--- src/rtl/io_router_if.sv ---
// CPU-side I/O bus between the processor and io_router.
// The master modport is the CPU side; the slave modport is the router side.
interface io_router_if #(
  parameter int AW = 11
);
  logic          read;
  logic          write;
  logic [AW-1:0] address;
  logic [31:0]   data_in;
  logic [3:0]    be;
  logic [31:0]   data_out;
  logic          ack;
  logic          bus_err;

  modport master (
    output read, write, address, data_in, be,
    input  data_out, ack, bus_err
  );

  modport slave (
    input  read, write, address, data_in, be,
    output data_out, ack, bus_err
  );
endinterface

--- src/rtl/io_router.sv ---
// I/O router: base/mask window decode to NSLAVE peripherals with wait-state
// handshake, access timeout, bus-error capture and a latched interrupt aggregator.
module io_router #(
  parameter int                     NSLAVE    = 8,
  parameter int                     AW        = 11,
  parameter logic [NSLAVE*AW-1:0]   BASE      = {NSLAVE{AW'(0)}},
  parameter logic [NSLAVE*AW-1:0]   MASK      = {NSLAVE{AW'(11'h7F8)}},
  parameter logic [AW-1:0]          CTRL_BASE = AW'(11'h7F0),
  parameter int                     TIMEOUT   = 255
) (
  input  logic                  clk,
  input  logic                  rst_n,
  io_router_if.slave            bus,
  output logic [NSLAVE-1:0]     s_read,
  output logic [NSLAVE-1:0]     s_write,
  output logic [AW-1:0]         s_addr,
  output logic [31:0]           s_wdata,
  output logic [3:0]            s_be,
  input  logic [32*NSLAVE-1:0]  s_readdata,
  input  logic [NSLAVE-1:0]     s_ack,
  input  logic [NSLAVE-1:0]     s_irq,
  output logic                  interrupt
);

  localparam int SW = (NSLAVE > 1) ? $clog2(NSLAVE) : 1;

  typedef enum logic [1:0] {ST_IDLE, ST_ACCESS, ST_DONE} state_t;

  state_t            r_state;
  logic [31:0]       r_data_out;
  logic              r_ack;
  logic              r_bus_err;
  logic [NSLAVE-1:0] r_s_read;
  logic [NSLAVE-1:0] r_s_write;
  logic [AW-1:0]     r_s_addr;
  logic [31:0]       r_s_wdata;
  logic [3:0]        r_s_be;
  logic              r_is_read;
  logic [15:0]       r_cnt;
  logic [NSLAVE-1:0] r_mask;
  logic [NSLAVE-1:0] r_pending;
  logic [NSLAVE-1:0] r_irq_prev;
  logic [AW-1:0]     r_err_addr;
  logic              r_err_sticky;
  logic              r_interrupt;

  logic              w_req;
  logic              w_ctrl_hit;
  logic              w_slave_hit;
  logic [SW-1:0]     w_sel;
  logic [31:0]       w_bem;
  logic [31:0]       w_ctrl_rdata;
  logic [31:0]       w_rdata_sel;
  logic              w_ack_sel;
  logic              w_pend_wr;
  logic [NSLAVE-1:0] w_pend_clr;
  logic [NSLAVE-1:0] w_irq_rise;
  logic [NSLAVE-1:0] w_strobe;

  assign w_req      = bus.read | bus.write;
  assign w_ctrl_hit = (bus.address & ~AW'(4'hF)) == CTRL_BASE;
  assign w_bem      = {{8{bus.be[3]}}, {8{bus.be[2]}}, {8{bus.be[1]}}, {8{bus.be[0]}}};
  assign w_strobe   = r_s_read | r_s_write;
  // The strobe is one-hot, so it doubles as the select for ack and read data.
  assign w_ack_sel  = |(s_ack & w_strobe);
  assign w_irq_rise = s_irq & ~r_irq_prev;
  assign w_pend_wr  = (r_state == ST_IDLE) && bus.write && !bus.read && w_ctrl_hit &&
                      (bus.address[3:2] == 2'd0);
  assign w_pend_clr = w_pend_wr ? (bus.data_in[NSLAVE-1:0] & w_bem[NSLAVE-1:0]) : '0;

  // NOTE: every signal assigned in always_comb gets a default first, otherwise a latch is inferred.
  always_comb begin
    w_slave_hit = 1'b0;
    w_sel       = '0;
    w_rdata_sel = '0;
    for (int i = 0; i < NSLAVE; i++) begin
      if (!w_slave_hit && ((bus.address & MASK[AW*i +: AW]) == BASE[AW*i +: AW])) begin
        w_slave_hit = 1'b1;
        w_sel       = SW'(i);
      end
      w_rdata_sel = w_rdata_sel | (s_readdata[32*i +: 32] & {32{w_strobe[i]}});
    end
  end

  always_comb begin
    w_ctrl_rdata = '0;
    case (bus.address[3:2])
      2'd0:    w_ctrl_rdata = 32'(r_pending);
      2'd1:    w_ctrl_rdata = 32'(r_mask);
      2'd2:    w_ctrl_rdata = 32'(r_err_addr);
      default: w_ctrl_rdata = {31'b0, r_err_sticky};
    endcase
  end

  // NOTE: sequential state uses non-blocking assignments so every register samples pre-edge values.
  always_ff @(posedge clk) begin
    if (!rst_n) begin
      r_state      <= ST_IDLE;
      r_data_out   <= '0;
      r_ack        <= 1'b0;
      r_bus_err    <= 1'b0;
      r_s_read     <= '0;
      r_s_write    <= '0;
      r_s_addr     <= '0;
      r_s_wdata    <= '0;
      r_s_be       <= '0;
      r_is_read    <= 1'b0;
      r_cnt        <= '0;
      r_mask       <= '0;
      r_pending    <= '0;
      r_irq_prev   <= '0;
      r_err_addr   <= '0;
      r_err_sticky <= 1'b0;
      r_interrupt  <= 1'b0;
    end else begin
      r_irq_prev  <= s_irq;
      r_interrupt <= |(r_pending & r_mask);
      // A new edge beats a simultaneous write-1-to-clear.
      r_pending   <= (r_pending & ~w_pend_clr) | w_irq_rise;

      case (r_state)
        ST_IDLE: begin
          if (w_req) begin
            r_s_addr  <= bus.address;
            r_s_wdata <= bus.data_in;
            r_s_be    <= bus.be;
            r_is_read <= bus.read;
            if (w_ctrl_hit) begin
              r_ack      <= 1'b1;
              r_state    <= ST_DONE;
              r_data_out <= bus.read ? w_ctrl_rdata : '0;
              if (!bus.read) begin
                case (bus.address[3:2])
                  2'd1: r_mask <= (r_mask & ~w_bem[NSLAVE-1:0]) |
                                  (bus.data_in[NSLAVE-1:0] & w_bem[NSLAVE-1:0]);
                  2'd3: if (bus.be[0] && bus.data_in[0]) r_err_sticky <= 1'b0;
                  default: ;
                endcase
              end
            end else if (w_slave_hit) begin
              r_cnt   <= '0;
              r_state <= ST_ACCESS;
              if (bus.read) r_s_read  <= NSLAVE'(1) << w_sel;
              else          r_s_write <= NSLAVE'(1) << w_sel;
            end else begin
              r_ack        <= 1'b1;
              r_bus_err    <= 1'b1;
              r_data_out   <= '0;
              r_err_addr   <= bus.address;
              r_err_sticky <= 1'b1;
              r_state      <= ST_DONE;
            end
          end
        end

        ST_ACCESS: begin
          if (w_ack_sel) begin
            r_data_out <= r_is_read ? w_rdata_sel : '0;
            r_s_read   <= '0;
            r_s_write  <= '0;
            r_ack      <= 1'b1;
            r_state    <= ST_DONE;
          end else if (r_cnt == 16'(TIMEOUT - 1)) begin
            r_data_out   <= '0;
            r_s_read     <= '0;
            r_s_write    <= '0;
            r_ack        <= 1'b1;
            r_bus_err    <= 1'b1;
            r_err_addr   <= r_s_addr;
            r_err_sticky <= 1'b1;
            r_state      <= ST_DONE;
          end else begin
            r_cnt <= r_cnt + 16'd1;
          end
        end

        ST_DONE: begin
          r_ack     <= 1'b0;
          r_bus_err <= 1'b0;
          r_state   <= ST_IDLE;
        end

        default: r_state <= ST_IDLE;
      endcase
    end
  end

  assign bus.data_out = r_data_out;
  assign bus.ack      = r_ack;
  assign bus.bus_err  = r_bus_err;
  assign s_read       = r_s_read;
  assign s_write      = r_s_write;
  assign s_addr       = r_s_addr;
  assign s_wdata      = r_s_wdata;
  assign s_be         = r_s_be;
  assign interrupt    = r_interrupt;

endmodule

--- src/flat_wrapper.sv ---
// flat-port wrapper written by rule: the top's interface ports become plain ports
module io_router_flat 
#(
  parameter int                     NSLAVE    = 8,
  parameter int                     AW        = 11,
  parameter logic [NSLAVE*AW-1:0]   BASE      = {NSLAVE{AW'(0)}},
  parameter logic [NSLAVE*AW-1:0]   MASK      = {NSLAVE{AW'(11'h7F8)}},
  parameter logic [AW-1:0]          CTRL_BASE = AW'(11'h7F0),
  parameter int                     TIMEOUT   = 255
)
  (clk, rst_n, s_read, s_write, s_addr, s_wdata, s_be, s_readdata, s_ack, s_irq, interrupt, bus_read, bus_write, bus_address, bus_data_in, bus_be, bus_data_out, bus_ack, bus_bus_err);
  io_router_if #(.AW(AW)) bus_i ();
  input  logic clk;
  input  logic rst_n;
  output logic [NSLAVE-1:0] s_read;
  output logic [NSLAVE-1:0] s_write;
  output logic [AW-1:0] s_addr;
  output logic [31:0] s_wdata;
  output logic [3:0] s_be;
  input  logic [32*NSLAVE-1:0] s_readdata;
  input  logic [NSLAVE-1:0] s_ack;
  input  logic [NSLAVE-1:0] s_irq;
  output logic interrupt;
  input wire logic [$bits(bus_i.read)-1:0] bus_read;
  input wire logic [$bits(bus_i.write)-1:0] bus_write;
  input wire logic [$bits(bus_i.address)-1:0] bus_address;
  input wire logic [$bits(bus_i.data_in)-1:0] bus_data_in;
  input wire logic [$bits(bus_i.be)-1:0] bus_be;
  output wire logic [$bits(bus_i.data_out)-1:0] bus_data_out;
  output wire logic [$bits(bus_i.ack)-1:0] bus_ack;
  output wire logic [$bits(bus_i.bus_err)-1:0] bus_bus_err;
  assign bus_i.read = bus_read;
  assign bus_i.write = bus_write;
  assign bus_i.address = bus_address;
  assign bus_i.data_in = bus_data_in;
  assign bus_i.be = bus_be;
  assign bus_data_out = bus_i.data_out;
  assign bus_ack = bus_i.ack;
  assign bus_bus_err = bus_i.bus_err;
  io_router #(.NSLAVE(NSLAVE), .AW(AW), .BASE(BASE), .MASK(MASK), .CTRL_BASE(CTRL_BASE), .TIMEOUT(TIMEOUT)) u_core (.clk(clk), .rst_n(rst_n), .bus(bus_i), .s_read(s_read), .s_write(s_write), .s_addr(s_addr), .s_wdata(s_wdata), .s_be(s_be), .s_readdata(s_readdata), .s_ack(s_ack), .s_irq(s_irq), .interrupt(interrupt));
endmodule
--- config.mk ---
export PLATFORM = sky130hd
export DESIGN_NAME = io_router_flat
export DESIGN_NICKNAME = d
export VERILOG_FILES = /design/src/rtl/io_router_if.sv /design/src/rtl/io_router.sv /design/src/flat_wrapper.sv
export SDC_FILE = /design/constraint.sdc
export NUM_CORES = 1
export LEC_CHECK = 0
export ABC_AREA = 1
export CAP_MARGIN = 10
export CORE_AREA = 8 8 156 158
export CTS_CLUSTER_SIZE = 24
export DETAILED_ROUTE_END_ITERATION = 7
export DIE_AREA = 0 0 164 166
export GPL_ROUTABILITY_DRIVEN = 0
export PLACE_DENSITY_LB_ADDON = 0.08
export SLEW_MARGIN = 20
export SYNTH_ARGS = -nofsm -noshare
export SYNTH_HDL_FRONTEND = slang
export SYNTH_SLANG_ARGS = --single-unit
--- constraint.sdc ---
create_clock -name clk -period 2.2 [get_ports clk]
set_input_delay 0.33 -clock clk [delete_from_list [all_inputs] [get_ports clk]]
set_output_delay 0.33 -clock clk [all_outputs]
set_load 0.02 [all_outputs]
==> results of run 1 <==
==> layout by cell type, fill, tap and decap left out, drive strengths merged, types with 3 or more instances in the layout <==
master / Yosys / final
clkbuf: 27 / 18
o22ai: 8 / 8
nand3: 64 / 64
o21ai: 51 / 51
buf: 35 / 25
nor2: 110 / 110
clkinvlp: 0 / 3
conb: 1 / 14
clkdlybuf4s50: 0 / 174
inv: 84 / 92
nor3: 4 / 4
a21oi: 107 / 107
nand2: 271 / 271
nand4: 6 / 6
dfxtp: 139 / 139
==> flip-flops by register name, indices dropped and copies added, names as in the netlist, named ones only <==
register and flops:
u_core.r_is_read 1, u_core.s_wdata 32, u_core.r_irq_prev 8, u_core.r_pending 8, u_core.bus.data_out 32, u_core.s_write 1, u_core.s_addr 11, u_core.s_read 1
u_core.bus.bus_err 1, u_core.interrupt 1, u_core.s_be 4, u_core.r_state 2, u_core.r_err_addr 11, u_core.r_cnt 16, u_core.bus.ack 1, u_core.r_err_sticky 1
==> worst paths after layout <==
path | end | cells after the start | start | slack, ns
worst max-delay path | bus_ack | 1 | u_core.bus.ack$_SDFFE_PN0P_ | 0.43
worst min-delay path | u_core.bus.data_out[0]$_SDFFE_PN0P_ | 4 | rst_n | 0.40
worst max register to register | u_core.bus.data_out[2]$_SDFFE_PN0P_ | 11 | u_core.r_cnt[0]$_SDFFE_PN0P_ | 0.45
worst min register to register | u_core.r_pending[6]$_SDFF_PN0_ | 1 | u_core.r_irq_prev[6]$_SDFF_PN0_ | 0.43
==> logic make-up (layout without fill, tap and decap cells) <==
logic type | count (synthesis) | in the layout | synth area share [%]
simple gates | 457 | 457 | 30.0
compound gates | 170 | 170 | 14.0
buf+inv | 146 | 315 | 10.5
flops | 139 | 139 | 44.5
xor+xnor | 3 | 3 | 0.420
fa+ha+maj | 2 | 2 | 0.400
other cells | 1 | 14 | 0.0600
==> final cells by class <==
cell class              count  area (um2)  share of cell area, %
clock buffers              18         429                   4.80
repair buffers            199        2040                   22.8
multi-input cells         646        2870                   32.1
well taps                 285         357                   3.99
inverters                  84         315                   3.53
clock inverters            14         150                   1.68
flip-flops and latches    139        2780                   31.1
==> metal layers <==
layer	up-vias	global-route usage, %	wire, um
met5	-	0	0
met4	0	4.39	211
met3	14	5.35	1480
met2	134	23.3	9030
met1	2632	18.5	9350
li1	3226	-	-
==> power breakdown <==
| part | total, uW | switching (uW) | internal, uW | leakage (uW) |
|---|---|---|---|---|
| Sequential | 2730 | 77.6 | 2650 | 0.00114 |
| Clock | 2850 | 1240 | 1600 | 0.000276 |
| Combinational | 1000 | 536 | 466 | 0.00215 |
| Total | 6580 | 1860 | 4720 | 0.00356 |
==> per-stage QoR <==
| step | instances | util, % | setup slack (ns) |
|---|---|---|---|
| floorplan | 931 | - | 0.718 |
| global placement | 1353 | 37.8 | 0.0880 |
| detailed placement | 1353 | 37.8 | 0.0804 |
| CTS | 1385 | 40.5 | 0.401 |
| global route | 1385 | 40.5 | 0.289 |
| finish | 1385 | 40.5 | 0.434 |
==> results.md, run 1 <==
- Ranking of synthesized cells by area: dfxtp_1, nand2_1, a21oi_1
- Sequential element share of the synthesized area: 44.5%
- Count leader, synth: nand2_1
- Largest net degree at the start of global routing: 62
- Drt first pass iters: 4
- Largest fanout on the critical path: 2
- Initial antenna violation count: 0
- Top cell type by total area after synthesis: dfxtp_1
- Post-synthesis register bit count: 139
- CTS Hold Bufs: 0
- RSZ-0062 raised after global routing: false
- Die Area: 27200 um2
- Top cells by instance count after synthesis: nand2_1, dfxtp_1, a21oi_1, nor2_1, inv_1
- Fin crit share: 80.3%
- Area Growth Syn to Fin: 43.0%
- Slowest CP cell: clkdlybuf4s50_1
- PwrDens: 736 nW/um2
- Max incr delay on CP: 0.67 ns
- Min Tclk post-route: 1.77 ns
- Final Total Pwr: 6580 uW
- Netlist cell types: 31
- Cells along the critical path: clkdlybuf4s50_1
- Gr usage total: 14.8%
- Layout Nets: 1412
- Drt initial violations: 320
- CP bufs+invs: 1
- Clk_skew: 0.0123 ns
- Number of vias per cell: 4.34
- Crit path max-delay family: buffers and inverters
- Post-CTS sizing: 0
- Mean post-synth cell area: 6.81 um2
- Dpl hpwl: 14400 um
- Number of synthesized flops with an enable pin: 0
- LEAKAGE: 0.00356 uW
- Synth Warn #: 0
- Final Hold Viols: 0
- CP arrival: 1.44 ns
- Asr flop ratio synth: 0%
- IO Count: 421
- Drt drc: 0
- CTS HTree Levels: 4
- Critical path startpoint category: register
- Routed Antenna Nets: 0
- WL/cell: 14.5 um
- Port bufs: 175
- Setup Buffers After CTS: 0
- Final Max Slew Viols: 0
- Top FF cell, synth: dfxtp_1
- Drt total wl: 20100 um
- Clk buf depth: 2
- Sink Count: 139
- Post-route cell area: 8940 um2
- Critical path class: register to output pin
- Area after DPL: 8360 um2
- Status: complete, no violations
- Share of cells above drive strength 1: 6.91%
- Mapped cell area: 6250 um2
- Worst min path class: input pin to register
- Final setup vio count: 0
- CTS root buffer: clkbuf_16
- Die Span Y: 166 um
- Fillers: 2350
- Die Wd: 164 um
- Row count: 55
- CTS tree: yes
- Synth top area share: 44.5%
- Setup_tns: 0 ns
- Initial Util: 28.3%
- TritonCTS buffer count: 17
- Total number of vias: 6006
- Peak Freq: 566 MHz
- Synth Instances: 918
- Vias in the first global route: 5928
- Worst setup EP type: output pin
- Core area: 22100 um2
- Final hold slack: 0.404 ns
- Total grt overflow: 0
- First-pass GRT wire length: 32000 um
- N_diodes: 0
- Worst skew pair latency: 0.42 ns
- Worst-path clk slew: 0.07 ns
- Required @ worst endpoint: 1.87 ns
- # Max-Cap Violations: 0
- Maximum vdd drop: 0.000511 V
(Power assumes the default switching activity.)
==> inputs of run 2 (changes only) <==
- clock period: 2.2 -> 1.5 ns (I/O delays scaled with it)
==> run 2 against run 1 <==
Net effect:
- the run now ends with setup timing left
- clock power grew 44%
- critical path depth grew 9
- sequential share of layout area shrank 3.5 points
- register-to-register slack lost 0.58 ns
- sequential cell count is the same
- global-route usage grew 1.4 points
- total power grew 48%
- largest power group unchanged
- highest routed layer is now met5
==> results.md, run 2 (synthesis gave the netlist of run 1 again) <==
- Status: finished with violations
- Failing checks: setup timing
- Global route hottest layer: met2
- Gr usage total: 16.2%
- Fin crit share: 109%
- Worst skew pair latency: 0.42 ns
- Placed cell count: 1422
- Die Area: 27200 um2
- Dpl hpwl: 15500 um
- Finished Layout Cells: 1481
- Final Hold Viols: 0
- Total number of vias: 6549
- PwrDens: 962 nW/um2
- Required @ worst endpoint: 1.82 ns
- Core area: 22100 um2
- Drt total wl: 22200 um
- CTS root buffer: clkbuf_16
- Routed Antenna Nets: 0
- Layout Nets: 1508
- Post-route cell area: 10100 um2
- Post-Place Worst Slack: -0.465 ns
- Worst setup EP type: register
- Share of cells above drive strength 1: 22.3%
- Net Sw Power: 2770 uW
- Met1 GRT Util: 20.5%
- Largest net degree at the start of global routing: 44
- CP arrival: 1.95 ns
- Initial antenna violation count: 1
- LEAKAGE: 0.00455 uW
- Drt initial violations: 384
- Total grt overflow: 0
- Worst-path clk slew: 0.07 ns
- Area after DPL: 8930 um2
- Area Growth Syn to Fin: 62.2%
- IO Count: 421
- Port bufs: 175
- Initial Util: 28.3%
- # Max-Cap Violations: 0
- Post-route setup slack: -0.133 ns
- Clock power frac: 42.1%
- Clk buf depth: 2
- CTS tree: yes
- GR Util met2: 26.4%
- Most frequent cells in the layout: nand2_1, dfxtp_1, a21oi_1
- Final setup vio count: 63
- Final Max Slew Viols: 0
- Sink Count: 139
- Largest fanout on the critical path: 6
- Clk_skew: 0.0105 ns
- First-pass GRT wire length: 35200 um
- GR Util met3: 4.96%
- CTS HTree Levels: 4
- Die Wd: 164 um
- Vias in the first global route: 6474
- Comb power frac: 16.8%
- Drt first pass iters: 4
- Critical path class: register to register
- Power Internal: 6980 uW
- Row count: 55
- RSZ-0062 raised after global routing: true
- Most common library cell in the layout ignoring fill and taps: nand2_1
- TritonCTS buffer count: 17
- WL/cell: 15.0 um
- Sequential power share: 41.1%
- Maximum vdd drop: 0.000625 V
- N_diodes: 0
- Drt drc: 0
- Sw Ratio: 28.4%
- Finished Core Util: 45.9%
- Peak Freq: 612 MHz
- Number of vias per cell: 4.42
- Die Span Y: 166 um
- Critical path startpoint category: register
- Worst min path class: input pin to register
- Min Tclk post-route: 1.63 ns
==> run 2: timing repair <==
item	in CTS	in global routing
cloned	5	1
pin swaps	17	31
resized for setup	149	84
endpoints found under the setup margin	154	80
hold buffers	0	0
setup buffers	19	9
==> run 2: layer usage <==
layer	vias to the layer above	routed length [um]	share of wire (%)
li1	3427	-	-
met1	2974	10100	45
met2	128	10500	47
met3	18	1400	6.3
met4	2	186	0.84
met5	-	13	0.058
==> run 2: worst max-delay path, stage by stage, from the launching register on <==
cell and delay, ns:
dfxtp_4 0.37, nor2_4 0.15, nand3_2 0.11, nor2_4 0.11, inv_2 0.05, buf_6 0.13
o21ai_4 0.26, buf_6 0.20, nand3_2 0.06, nand2_1 0.06, nor2_1 0.03
==> run 2: path summary, 6_finish.rpt <==
kind                                    endpoint  slack (ns)  depth (start not counted)                       startpoint
setup / recovery    u_core.r_cnt[7]$_SDFFE_PN0P_       -0.13                         10   u_core.r_state[0]$_SDFFE_PN0P_
hold / removal     u_core.s_read[0]$_SDFFE_PN0P_        0.19                          3                            rst_n
setup reg to reg    u_core.r_cnt[7]$_SDFFE_PN0P_       -0.13                         10   u_core.r_state[0]$_SDFFE_PN0P_
hold reg to reg   u_core.r_pending[7]$_SDFF_PN0_        0.42                          1  u_core.r_irq_prev[7]$_SDFF_PN0_
==> run 2: layout make-up <==
type                       instances  area (um2)
clock buffer                      18         429
clock inverter                    14         136
multi-input combinational        646        3250
fill                            2290       12000
timing repair buffer             295        2850
inverter                          84         315
tap                              285         357
sequential                       139        2800
==> run 2: power groups by stage <==
stage          registers (uW)  clock network (uW)  logic [uW]
2_1_floorplan            4220                   0         621
4_1_cts                  4010                4240        1620
3_5_place_dp             4090                   0        1580
3_3_place_gp             4090                   0        1590
5_1_grt                  4030                4410        1800
6_report                 4010                4100        1640
==> run 2: through the flow <==
stage	power [uW]	setup TNS, ns	hold slack (ns)
global route	10200	-11.23	0.191
global placement	5680	-39.78	0.414
CTS	9870	-5.12	0.171
finish	9750	-5.61	0.189
detailed placement	5680	-40.84	0.414
floorplan	4840	0	0.336
